## src/rtl/uart_pkg.sv

```systemverilog
// Shared types for the oversampled UART receiver: FSM state encoding and
// parity-mode selector values.
package uart_pkg;

    typedef enum logic [2:0] {
        ST_IDLE,
        ST_START,
        ST_DATA,
        ST_PARITY,
        ST_STOP
    } state_t;

    localparam int unsigned NONE = 0;
    localparam int unsigned EVEN = 1;
    localparam int unsigned ODD  = 2;

endpackage

```

## src/rtl/uart_sync2.sv

```systemverilog
// Two-flop synchronizer for an asynchronous single-bit input; both flops
// reset to RST_VAL so an idle-high line does not look like an edge.
module uart_sync2 #(
    parameter logic RST_VAL = 1'b1
) (
    input  logic clk,
    input  logic rst,
    input  logic d,
    output logic q
);

    logic meta;

    always_ff @(posedge clk) begin
        if (rst) begin
            meta <= RST_VAL;
            q    <= RST_VAL;
        end else begin
            meta <= d;
            q    <= meta;
        end
    end

endmodule

```

## src/rtl/uart_rx_os.sv

```systemverilog
// Oversampled UART receiver: start-bit qualification at mid-bit, one sample
// per bit, optional parity, 1-2 stop bits, valid/ready output with overrun.
module uart_rx_os
    import uart_pkg::*;
#(
    parameter int unsigned DATA_BITS  = 8,
    parameter int unsigned PARITY     = 0,
    parameter int unsigned STOP_BITS  = 1,
    parameter int unsigned OVERSAMPLE = 16
) (
    input  logic                 clk,
    input  logic                 rst,
    input  logic                 rx_serial,
    input  logic                 os_tick,
    output logic [DATA_BITS-1:0] data_out,
    output logic                 data_valid,
    input  logic                 data_ready,
    output logic                 parity_err,
    output logic                 frame_err,
    output logic                 overrun_err
);

    localparam int unsigned TW = $clog2(OVERSAMPLE);
    localparam int unsigned BW = $clog2(DATA_BITS);
    localparam logic [TW-1:0] TICK_HALF = TW'(OVERSAMPLE / 2 - 1);
    localparam logic [TW-1:0] TICK_FULL = TW'(OVERSAMPLE - 1);
    localparam logic [BW-1:0] LAST_BIT  = BW'(DATA_BITS - 1);
    localparam logic          STOP_LAST = 1'(STOP_BITS - 1);
    localparam logic          ODD_P     = (PARITY == ODD);

    state_t               state;
    logic                 rx_s;
    logic                 rx_prev;
    logic [TW-1:0]        tick_cnt;
    logic [BW-1:0]        bit_idx;
    logic                 stop_idx;
    logic [DATA_BITS-1:0] shift_reg;
    logic                 par_pend;
    logic                 frm_pend;
    logic                 done;
    logic                 sample;

    uart_sync2 #(.RST_VAL(1'b1)) u_sync (
        .clk (clk),
        .rst (rst),
        .d   (rx_serial),
        .q   (rx_s)
    );

    always_comb begin
        sample = os_tick && (tick_cnt == TICK_FULL);
    end

    always_ff @(posedge clk) begin
        if (rst) begin
            state       <= ST_IDLE;
            rx_prev     <= 1'b1;
            tick_cnt    <= '0;
            bit_idx     <= '0;
            stop_idx    <= 1'b0;
            shift_reg   <= '0;
            par_pend    <= 1'b0;
            frm_pend    <= 1'b0;
            done        <= 1'b0;
            data_out    <= '0;
            data_valid  <= 1'b0;
            parity_err  <= 1'b0;
            frame_err   <= 1'b0;
            overrun_err <= 1'b0;
        end else begin
            rx_prev     <= rx_s;
            done        <= 1'b0;
            overrun_err <= 1'b0;

            // Handshake and completion in the same clk: the load below wins.
            if (data_valid && data_ready)
                data_valid <= 1'b0;
            if (done) begin
                if (!data_valid || data_ready) begin
                    data_out   <= shift_reg;
                    parity_err <= par_pend;
                    frame_err  <= frm_pend;
                    data_valid <= 1'b1;
                end else begin
                    overrun_err <= 1'b1;
                end
            end

            if (os_tick && state != ST_IDLE)
                tick_cnt <= tick_cnt + 1'b1;

            case (state)
                ST_IDLE: begin
                    if (rx_prev && !rx_s) begin
                        state    <= ST_START;
                        tick_cnt <= '0;
                        par_pend <= 1'b0;
                        frm_pend <= 1'b0;
                    end
                end
                ST_START: begin
                    if (os_tick && tick_cnt == TICK_HALF) begin
                        tick_cnt <= '0;
                        bit_idx  <= '0;
                        state    <= rx_s ? ST_IDLE : ST_DATA;
                    end
                end
                ST_DATA: begin
                    if (sample) begin
                        tick_cnt           <= '0;
                        shift_reg[bit_idx] <= rx_s;
                        if (bit_idx == LAST_BIT) begin
                            stop_idx <= 1'b0;
                            state    <= (PARITY != NONE) ? ST_PARITY : ST_STOP;
                        end else begin
                            bit_idx <= bit_idx + 1'b1;
                        end
                    end
                end
                ST_PARITY: begin
                    if (sample) begin
                        tick_cnt <= '0;
                        if (rx_s != ((^shift_reg) ^ ODD_P))
                            par_pend <= 1'b1;
                        stop_idx <= 1'b0;
                        state    <= ST_STOP;
                    end
                end
                ST_STOP: begin
                    if (sample) begin
                        tick_cnt <= '0;
                        if (!rx_s)
                            frm_pend <= 1'b1;
                        if (stop_idx == STOP_LAST) begin
                            state <= ST_IDLE;
                            done  <= 1'b1;
                        end else begin
                            stop_idx <= 1'b1;
                        end
                    end
                end
                default: state <= ST_IDLE;
            endcase
        end
    end

endmodule

```

## config.mk

```make
export PLATFORM = sky130hd
export DESIGN_NAME = uart_rx_os
export DESIGN_NICKNAME = d
export VERILOG_FILES = /design/src/rtl/uart_pkg.sv /design/src/rtl/uart_sync2.sv /design/src/rtl/uart_rx_os.sv
export SDC_FILE = /design/constraint.sdc
export NUM_CORES = 1
export LEC_CHECK = 0
export BUFFER_PORTS_ARGS = -buffer_cell sky130_fd_sc_hd__buf_2
export CORE_MARGIN = 5
export CORE_UTILIZATION = 53
export DETAILED_ROUTE_END_ITERATION = 16
export GPL_TIMING_DRIVEN = 0
export MAX_ROUTING_LAYER = met4
export PLACE_DENSITY = 0.76
export SLEW_MARGIN = 10
export SYNTH_ARGS = -nofsm -noshare
export SYNTH_HDL_FRONTEND = slang
export SYNTH_SLANG_ARGS = --single-unit
```

## constraint.sdc

```tcl
create_clock -name clk -period 4.91 [get_ports clk]
set_input_delay 0.491 -clock clk [delete_from_list [all_inputs] [get_ports clk]]
set_output_delay 0.491 -clock clk [all_outputs]
set_load 0.01 [all_outputs]
```

==> impl_metrics.yaml, run 1 <==
worst_setup_path:
  setup.worst_path.class: "reg2reg"
  reg2reg_from: "tick_cnt[0]$_SDFF_PP0_"
  cp_data_arrival_time_ps: 2150
  cp.required_ps: 5130
  reg2regPathDepth: 6
  critical_path.endpoint_type: "flop"
  r2r_setup_slack_ps: 2980
  critical_path_peak_fanout: 9
  worstReg2RegEnd: "tick_cnt[1]$_SDFF_PP0_"
  worstSetupStartpointType: "flop"
detailed_routing:
  remaining_routing_drc_violations: 0
  vias: 1335
  initialDrtViolationCount: 65
  vias_per_cell: 5.38
  antenna_violating_nets_post_route: 0
  postRouteWirelength_um: 3350
  drt_pass1_iterations: 4
  avgRoutedWirePerCell_um: 13.5
finish:
  syn_to_final_growth_pct: 12.2
  final_core_util_pct: 62.0
  layout.filler_cells: 283
  drive_gt1_share_pct: 16.7
  num_antenna_cells: 0
  multiInputGateArea_um2: 903
  area_used_by_sequential_logic_in_the_layout_um2: 721
  final_design_area_no_fill_um2: 1890
  final_cells: 248
  num-nets-final: 212
logic_synthesis:
  synth_ff_type: "sky130_fd_sc_hd__dfxtp_1"
  synth_largest_type_area_fraction_pct: 42.7
  mappedNetlistArea_um2: 1690
  synth_cell_types: 42
  post-synth-top-area-cell: "sky130_fd_sc_hd__dfxtp_1"
  mean_instance_size_in_the_synthesized_netlist_um2: 9.33
  synth_edf_count: 0
  synth_area_leaders: "sky130_fd_sc_hd__dfxtp_1 43%, sky130_fd_sc_hd__mux2i_1 11%, sky130_fd_sc_hd__nor2_1 5.1%, sky130_fd_sc_hd__ha_1 3.0%, sky130_fd_sc_hd__nand4_1 2.6%"
  synth_nets: 190
  asyncSetResetFlopFracSynth_pct: 0
  yosys_warnings: 0
  fraction_of_the_yosys_area_taken_by_sequential_cells_pct: 42.7
  syn_inst: 181
  synth-seq-cells: 36
floorplanning:
  fp.dieW_um: 66.4
  floorplan.core_area_um2: 3050
  top_level_ports: 17
  placement_rows: 20
  die-area_um2: 4410
  start_util_pct: 55.3
  chipHeight_um: 66.4
global_route:
  grt_first_pass_wirelength_um: 5760
  first_global_vias: 1318
  global_route.usage.total_pct: 17.6
  antenna_found_initial: 0
  overflow: 0
  maximum_number_of_pins_on_one_net_before_global_route_repair: 12
clocking:
  tritoncts: "built"
  cts_resized: 0
  clock_sink_count: 36
  clockBufferDepth: 2
  cts_hold_repair.buffers: 0
  clockRootBuffer: "sky130_fd_sc_hd__clkbuf_4"
  cts_post_setup_buffers_inserted: 0
  clock_pin_slew_worst_setup_and_hold_paths_ps: 100
  htreeDepth: 2
  clock_insertion_delay_worst_skew_ps: 350
  cts_inserted_buffers: 5
sta:
  final.setup_skew_ps: 10.0
  fin_crit_sh_pct: 39.3
  slew_headroom_pct: 63.3
  finalHoldViolations: 0
  timing.final.max_slew_violations: 0
  setup_viol: 0
  period_needed_ps: 1930
  setup_tns_ps: 0
  max_clock_freq_ghz: 0.519
  worstMarginPinSlew_ps: 549
  grt_setup_unrepaired: "false"
place:
  dpl.cell_count: 240
  routabilityCongestion: 0.887
  port_buffers: 15
  dpl-instance-area_um2: 1820
  detailedPlacementHpwl_um: 2490
power:
  total_power_divided_by_cell_area_nw_per_um2: 281
  cellLeakagePower_nw: 0.864
  ir_drop_v: 0.000124
min_path:
  hp-class: "in2reg"
  hold_depth: 2
  hp-start: "rx_serial"
  timing.hold.worst_endpoint: "u_sync.meta$_SDFF_PP1_"
status:
  status: "finished, final reports clean"
run:
  maxCapViolCount: 0
## cells in the mapped netlist, drive strengths merged (2+ instances only)
cell type  number
dfxtp          36
nor2           23
mux2i          19
nand2          10
a21oi           7
clkbuf          7
nand4           7
nor3            7
buf             5
nor2b           5
o21ai           5
or2             5
ha              4
nand4b          4
xnor2           4
xor2            4
nand3           3
a211o           2
and2b           2
inv             2
nor3b           2
nor4b           2
o31a            2
or3b            2
## layer usage
| metal | track usage [%] | up-vias | wire length, um |
|---|---|---|---|
| li1 | - | 681 | - |
| met1 | 19.7 | 623 | 1550 |
| met2 | 29.7 | 25 | 1610 |
| met3 | 4.08 | 6 | 148 |
| met4 | 7.61 | 0 | 48 |
| met5 | - | - | 0 |
## through the flow
| stage | setup slack [ps] | hold slack (ps) | power (W) |
|---|---|---|---|
| 5_1_grt | 2800 | 328 | 0.000552 |
| 4_1_cts | 2980 | 316 | 0.000538 |
| 6_report | 2980 | 327 | 0.000532 |
| 3_3_place_gp | 3070 | 399 | 0.000334 |
| 3_5_place_dp | 3000 | 418 | 0.000336 |
| 2_1_floorplan | 3220 | 389 | 0.000327 |
## worst max-delay path, stage by stage, from the launching register on
cell and delay [ps]:
sky130_fd_sc_hd__dfxtp_1 450, sky130_fd_sc_hd__ha_1 260, sky130_fd_sc_hd__and4_2 230, sky130_fd_sc_hd__clkbuf_1 290, sky130_fd_sc_hd__o21ai_0 230, sky130_fd_sc_hd__a21oi_1 270
sky130_fd_sc_hd__nor3_1 80
## report_power, final
| part | internal (W) | switching (W) |
|---|---|---|
| clock | 0.000107 | 0.0000962 |
| sequential | 0.000294 | 0.00000250 |
| combinational | 0.0000124 | 0.0000200 |
## cells by family (layout without fill, tap and decap cells)
| logic type | count (synthesis) | after routing | synth area share (%) |
|---|---|---|---|
| simple gates | 77 | 77 | 25.3 |
| fa+ha+maj | 4 | 4 | 2.97 |
| flops | 36 | 36 | 42.7 |
| compound gates | 22 | 22 | 8.53 |
| buf+inv | 14 | 37 | 3.78 |
| mux | 19 | 19 | 11.3 |
| xor+xnor | 9 | 9 | 5.49 |
## how the worst max path moves through the flow
stage	from	to	slack, ps	cells after the start
6_report	tick_cnt[0]$_SDFF_PP0_	tick_cnt[1]$_SDFF_PP0_	2980	6
5_1_grt	tick_cnt[0]$_SDFF_PP0_	tick_cnt[1]$_SDFF_PP0_	2800	6
4_1_cts	tick_cnt[0]$_SDFF_PP0_	tick_cnt[1]$_SDFF_PP0_	2980	6
3_5_place_dp	tick_cnt[0]$_SDFF_PP0_	tick_cnt[2]$_SDFF_PP0_	3000	6
3_3_place_gp	tick_cnt[0]$_SDFF_PP0_	tick_cnt[3]$_SDFF_PP0_	3070	6
2_1_floorplan	bit_idx[0]$_SDFFE_PP0P_	bit_idx[0]$_SDFFE_PP0P_	3220	6
## layout by cell type, fill, tap and decap left out, types with 2 or more instances in the layout
| cell | count |
|---|---|
| sky130_fd_sc_hd__dfxtp_1 | 36 |
| sky130_fd_sc_hd__nor2_1 | 23 |
| sky130_fd_sc_hd__mux2i_1 | 19 |
| sky130_fd_sc_hd__buf_2 | 18 |
| sky130_fd_sc_hd__nand2_1 | 10 |
| sky130_fd_sc_hd__clkbuf_1 | 8 |
| sky130_fd_sc_hd__nand4_1 | 7 |
| sky130_fd_sc_hd__nor3_1 | 7 |
| sky130_fd_sc_hd__a21oi_1 | 6 |
| sky130_fd_sc_hd__nor2b_1 | 5 |
| sky130_fd_sc_hd__o21ai_0 | 5 |
| sky130_fd_sc_hd__clkbuf_4 | 5 |
| sky130_fd_sc_hd__xor2_1 | 4 |
| sky130_fd_sc_hd__xnor2_1 | 4 |
| sky130_fd_sc_hd__or2_2 | 4 |
| sky130_fd_sc_hd__nand4b_1 | 4 |
| sky130_fd_sc_hd__ha_1 | 4 |
| sky130_fd_sc_hd__nand3_1 | 3 |
| sky130_fd_sc_hd__inv_1 | 2 |
| sky130_fd_sc_hd__nor4b_1 | 2 |
| sky130_fd_sc_hd__a211o_1 | 2 |
| sky130_fd_sc_hd__and2b_1 | 2 |
| sky130_fd_sc_hd__o31a_1 | 2 |
## area by class of cell
type	count	area share, %
Sequential cell	36	38.0
Multi-Input combinational cell	131	47.7
Timing Repair Buffer	15	3.96
Clock buffer	6	2.18
Buffer	12	2.97
Tap cell	44	2.91
Clock inverter	2	1.85
Inverter	2	0.396
Power figures use the tool's default switching activity.
==> inputs of run 2 (changes only) <==
CORE_UTILIZATION = 52   (was 53)
PLACE_DENSITY = 0.77   (was 0.76)
clock period = 1.6 ns   (was 4.91 ns; I/O delays follow)
==> impl_metrics.yaml, run 2 (same netlist as run 1, synthesis figures left out) <==
status:
  status: "finished, violations left"
  violations: "setup timing"
place:
  port_buffers: 15
  routabilityCongestion: 0.862
  place_worst_setup_slack_ps: -177
  detailedPlacementHpwl_um: 2410
sta:
  max_clock_freq_ghz: 0.593
  setup_viol: 3
  timing.final.ws_setup_ps: -86.5
  period_needed_ps: 1690
  worstMarginPinSlew_ps: 554
  timing.final.max_slew_violations: 0
  grt_setup_unrepaired: "true"
  final.setup_skew_ps: 5.01
  finalHoldViolations: 0
  slew_headroom_pct: 63.1
  fin_crit_sh_pct: 105
  setup_tns_ps: -178
floorplanning:
  start_util_pct: 54.8
  floorplan.core_area_um2: 3080
  top_level_ports: 17
  die-area_um2: 4480
  fp.dieW_um: 67.0
  placement_rows: 20
  chipHeight_um: 67.0
detailed_routing:
  initialDrtViolationCount: 40
  remaining_routing_drc_violations: 0
  postRouteWirelength_um: 3530
  avgRoutedWirePerCell_um: 13.9
  vias: 1404
  drt_pass1_iterations: 4
  antenna_violating_nets_post_route: 0
  vias_per_cell: 5.53
power:
  ir_drop_v: 0.000739
  cellLeakagePower_nw: 0.896
  total_power_divided_by_cell_area_nw_per_um2: 816
global_route:
  antenna_found_initial: 0
  first_global_vias: 1320
  global_route.usage.total_pct: 17.2
  maximum_number_of_pins_on_one_net_before_global_route_repair: 13
  overflow: 0
  grt_first_pass_wirelength_um: 5700
worst_setup_path:
  critPathMaxStageDelay_ps: 370
  critical_path_buf_inv_count: 0
  critical_path_peak_fanout: 5
  setup.worst_path.class: "reg2reg"
  worstSetupStartpointType: "flop"
  worstPathCellList: "ha_4 > ha_4 > nand4bb_1 > a211o_1 > or3_1 > a21oi_2"
  critical_path.endpoint_type: "flop"
  cp_data_arrival_time_ps: 1970
  worst_path_max_delay_cell: "sky130_fd_sc_hd__dfxtp_4"
  critical-path-top-delay-family: "simple AND/OR/NAND/NOR gates"
  cpMostUsedCell: "sky130_fd_sc_hd__ha_4"
  cp.required_ps: 1880
finish:
  final_core_util_pct: 66.1
  syn_to_final_growth_pct: 20.6
  num_antenna_cells: 0
  drive_gt1_share_pct: 27.6
  num-nets-final: 218
  layout_common_cells: "29 x sky130_fd_sc_hd__dfxtp_1, 23 x sky130_fd_sc_hd__nor2_1, 19 x sky130_fd_sc_hd__mux2i_1, 18 x sky130_fd_sc_hd__buf_2, 10 x sky130_fd_sc_hd__nand2_1"
  layout.filler_cells: 267
  mostFrequentLayoutCell: "sky130_fd_sc_hd__dfxtp_1"
clocking:
  clock_pin_slew_worst_setup_and_hold_paths_ps: 110
  clockBufferDepth: 2
  htreeDepth: 2
  cts_inserted_buffers: 5
  clock_insertion_delay_worst_skew_ps: 340
  clockRootBuffer: "sky130_fd_sc_hd__clkbuf_4"
  clock_sink_count: 36
  tritoncts: "built"
run:
  maxCapViolCount: 0
min_path:
  hp-class: "in2reg"
[run 2: per-layer routing]
metal	vias up	global-route usage [%]	share of wire, %
li1	695	-	-
met1	671	20.0	45
met2	31	28.7	49
met3	7	4.05	4.1
met4	0	6.33	1.5
met5	-	-	0
[run 2: path summary, 6_finish.rpt]
path                      startpoint                 endpoint  slack, ps  depth (start not counted)
max          bit_idx[0]$_SDFFE_PP0P_  bit_idx[0]$_SDFFE_PP0P_        -90                          6
min                              rst   overrun_err$_SDFF_PP0_        230                          2
max reg2reg  bit_idx[0]$_SDFFE_PP0P_  bit_idx[0]$_SDFFE_PP0P_        -90                          6
min reg2reg   u_sync.meta$_SDFF_PP1_      u_sync.q$_SDFF_PP1_        430                          1
[run 2: cell type report]
cell class | instances | area, um2 | share of cell area, %
clock buffers | 5 | 37.5 | 1.84
repair buffers | 22 | 133 | 6.52
clock inverters | 3 | 42.5 | 2.09
multi-input cells | 132 | 982 | 48.2
plain buffers | 10 | 43.8 | 2.15
flip-flops and latches | 36 | 734 | 36.1
well taps | 44 | 55.1 | 2.70
inverters | 2 | 7.51 | 0.369
[run 2: worst reg2reg max path, stage by stage, from the launching register on]
cell and delay [ps]:
sky130_fd_sc_hd__dfxtp_4 370, sky130_fd_sc_hd__ha_4 160, sky130_fd_sc_hd__ha_4 150, sky130_fd_sc_hd__nand4bb_1 160
sky130_fd_sc_hd__a211o_1 320, sky130_fd_sc_hd__or3_1 340, sky130_fd_sc_hd__a21oi_2 120
[run 2: timing repair]
action                                 in CTS  in global routing
hold buffers                                1                  1
gates resized for setup                    11                  9
endpoints found under the hold margin       1                  1
gates cloned                                0                  1
buffers inserted                            3                  2
setup endpoints to repair                  15                 16
pin swaps                                   6                  4
[run 2: where the power goes]
group | internal [W] | switching (W) | total, W
Clock | 0.000326 | 0.000317 | 0.000642
Sequential | 0.000900 | 0.00000696 | 0.000907
Combinational | 0.0000437 | 0.0000684 | 0.000112
[run 2: through the flow]
step / cells / area (um2) / total power [W] / hold WS (ps)
after global routing: 254 / 2040 / 0.00172 / 278
after CTS: 252 / 2000 / 0.00166 / 1.91
after floorplan: 181 / 1720 / 0.00100 / 239
after global placement: 240 / 1850 / 0.00102 / 344
final: 254 / 2040 / 0.00166 / 232
after detailed placement: 240 / 1850 / 0.00103 / 346
==> inputs of run 3 (changes only) <==
REMOVE_ABC_BUFFERS = 1   (was not set)
==> impl_metrics.yaml, run 3 (same netlist as run 1, synthesis figures left out) <==
clocking:
  clock_sink_count: 36
  clock_pin_slew_worst_setup_and_hold_paths_ps: 90
  cts_inserted_buffers: 5
  clock_insertion_delay_worst_skew_ps: 340
  clockBufferDepth: 2
  clockRootBuffer: "sky130_fd_sc_hd__clkbuf_4"
  htreeDepth: 2
  tritoncts: "built"
finish:
  num-nets-final: 212
  drive_gt1_share_pct: 26.9
  area_used_by_sequential_logic_in_the_layout_um2: 747
  layout.filler_cells: 263
  mostFrequentLayoutCell: "sky130_fd_sc_hd__dfxtp_1"
  layout_common_cells: "27 x sky130_fd_sc_hd__dfxtp_1, 23 x sky130_fd_sc_hd__nor2_1, 19 x sky130_fd_sc_hd__mux2i_1, 16 x sky130_fd_sc_hd__buf_2, 10 x sky130_fd_sc_hd__nand2_1"
  num_antenna_cells: 0
  syn_to_final_growth_pct: 17.9
  multiInputGateArea_um2: 973
sta:
  timing.final.max_slew_violations: 0
  final.setup_skew_ps: 3.73
  worstMarginPinSlew_ps: 630
  finalHoldViolations: 0
  slew_headroom_pct: 58.0
  grt_setup_unrepaired: "true"
  hold_slack_ps: 17.4
  setup_viol: 3
  period_needed_ps: 1750
  setup_tns_ps: -390
  timing.final.ws_setup_ps: -146
  max_clock_freq_ghz: 0.573
  fin_crit_sh_pct: 109
run:
  maxCapViolCount: 0
place:
  routabilityCongestion: 0.805
  detailedPlacementHpwl_um: 2190
  place_worst_setup_slack_ps: -264
  port_buffers: 16
worst_setup_path:
  worstPathCellList: "or3b_1 > a211o_1 > buf_6 > or2_0 > a21oi_1"
  cp.required_ps: 1870
  cp_data_arrival_time_ps: 2010
  critPathMaxStageDelay_ps: 450
  worst_path_max_delay_cell: "sky130_fd_sc_hd__dfxtp_4"
  critical_path.endpoint_type: "flop"
  worstSetupStartpointType: "flop"
  critical_path_peak_fanout: 14
  setup.worst_path.class: "reg2reg"
min_path:
  hp-class: "in2reg"
detailed_routing:
  postRouteWirelength_um: 3660
  vias: 1382
  remaining_routing_drc_violations: 0
  drt_pass1_iterations: 4
  antenna_violating_nets_post_route: 0
  vias_per_cell: 5.64
  avgRoutedWirePerCell_um: 14.9
  initialDrtViolationCount: 64
global_route:
  maximum_number_of_pins_on_one_net_before_global_route_repair: 37
  grt_first_pass_wirelength_um: 5930
  overflow: 0
  global_route.usage.total_pct: 18.2
  antenna_found_initial: 0
  first_global_vias: 1309
floorplanning:
  fp.dieW_um: 67.0
  floorplan.core_area_um2: 3080
  top_level_ports: 17
  die-area_um2: 4480
  start_util_pct: 54.8
  chipHeight_um: 67.0
  placement_rows: 20
status:
  violations: "setup timing"
  status: "finished, violations left"
power:
  fin_total_pwr_w: 0.00142
  ir_drop_v: 0.000451
  total_power_divided_by_cell_area_nw_per_um2: 715
  cellLeakagePower_nw: 0.872
-- run 3: changes by cell type in the layout (fill, tap and decap cells not counted), sizes merged --
| cell | previous run | this run |
|---|---|---|
| clkbuf | 12 | 5 |
| buf | 23 | 26 |
| bufinv | 1 | 0 |
| clkinv | 1 | 0 |
| clkinvlp | 1 | 0 |
| dlygate4sd3 | 2 | 1 |
| nor3b | 3 | 2 |
-- run 3: per-stage QoR --
step,instance area (um2),cells,util [%]
after floorplan,1630,169,-
after global placement,1770,229,57.4
after detailed placement,1770,230,57.6
after CTS,1910,241,62.0
after global routing,1990,245,64.6
final,1990,245,64.6
-- run 3: metal layers --
| metal | track usage (%) | wire [um] |
|---|---|---|
| met1 | 21.5 | 1650 |
| met2 | 28.3 | 1760 |
| met3 | 6.24 | 181 |
| met4 | 7.09 | 68 |
| met5 | - | 0 |
-- run 3: final cells by class --
| cell class | instances | share of cell area (%) |
|---|---|---|
| flip-flops and latches | 36 | 37.5 |
| inverters | 2 | 0.377 |
| clock buffers | 5 | 1.89 |
| well taps | 44 | 2.77 |
| multi-input cells | 131 | 48.9 |
| repair buffers | 27 | 8.49 |
-- run 3: worst max-delay path, delay by kind of cell, from the launching register on --
| family | cells | cell delay (ps) |
|---|---|---|
| compound gates | 2 | 500 |
| buf+inv | 1 | 140 |
| flops | 1 | 450 |
| simple gates | 2 | 590 |
-- run 3: path summary, 6_finish.rpt --
path                                              from                      end  slack [ps]  cells past startpoint
worst max-delay path             state[0]$_SDFFE_PP0P_  bit_idx[1]$_SDFFE_PP0P_        -150                      5
worst min-delay path                        data_ready   overrun_err$_SDFF_PP0_          20                      2
worst max register to register   state[0]$_SDFFE_PP0P_  bit_idx[1]$_SDFFE_PP0P_        -150                      5
worst min register to register  u_sync.meta$_SDFF_PP1_      u_sync.q$_SDFF_PP1_         420                      1
-- run 3: where the power goes --
part | switching, W | internal (W) | total (W)
logic | 0.0000495 | 0.0000376 | 0.0000871
clock network | 0.000271 | 0.000147 | 0.000418
registers | 0.0000213 | 0.000896 | 0.000918
-- run 3: what timing repair did --
action	4_1_cts	5_1_grt
pin swaps	7	7
gates resized for setup	14	16
setup endpoints to repair	15	18
buffers inserted	5	4
hold buffers	1	0
endpoints found under the hold margin	1	0
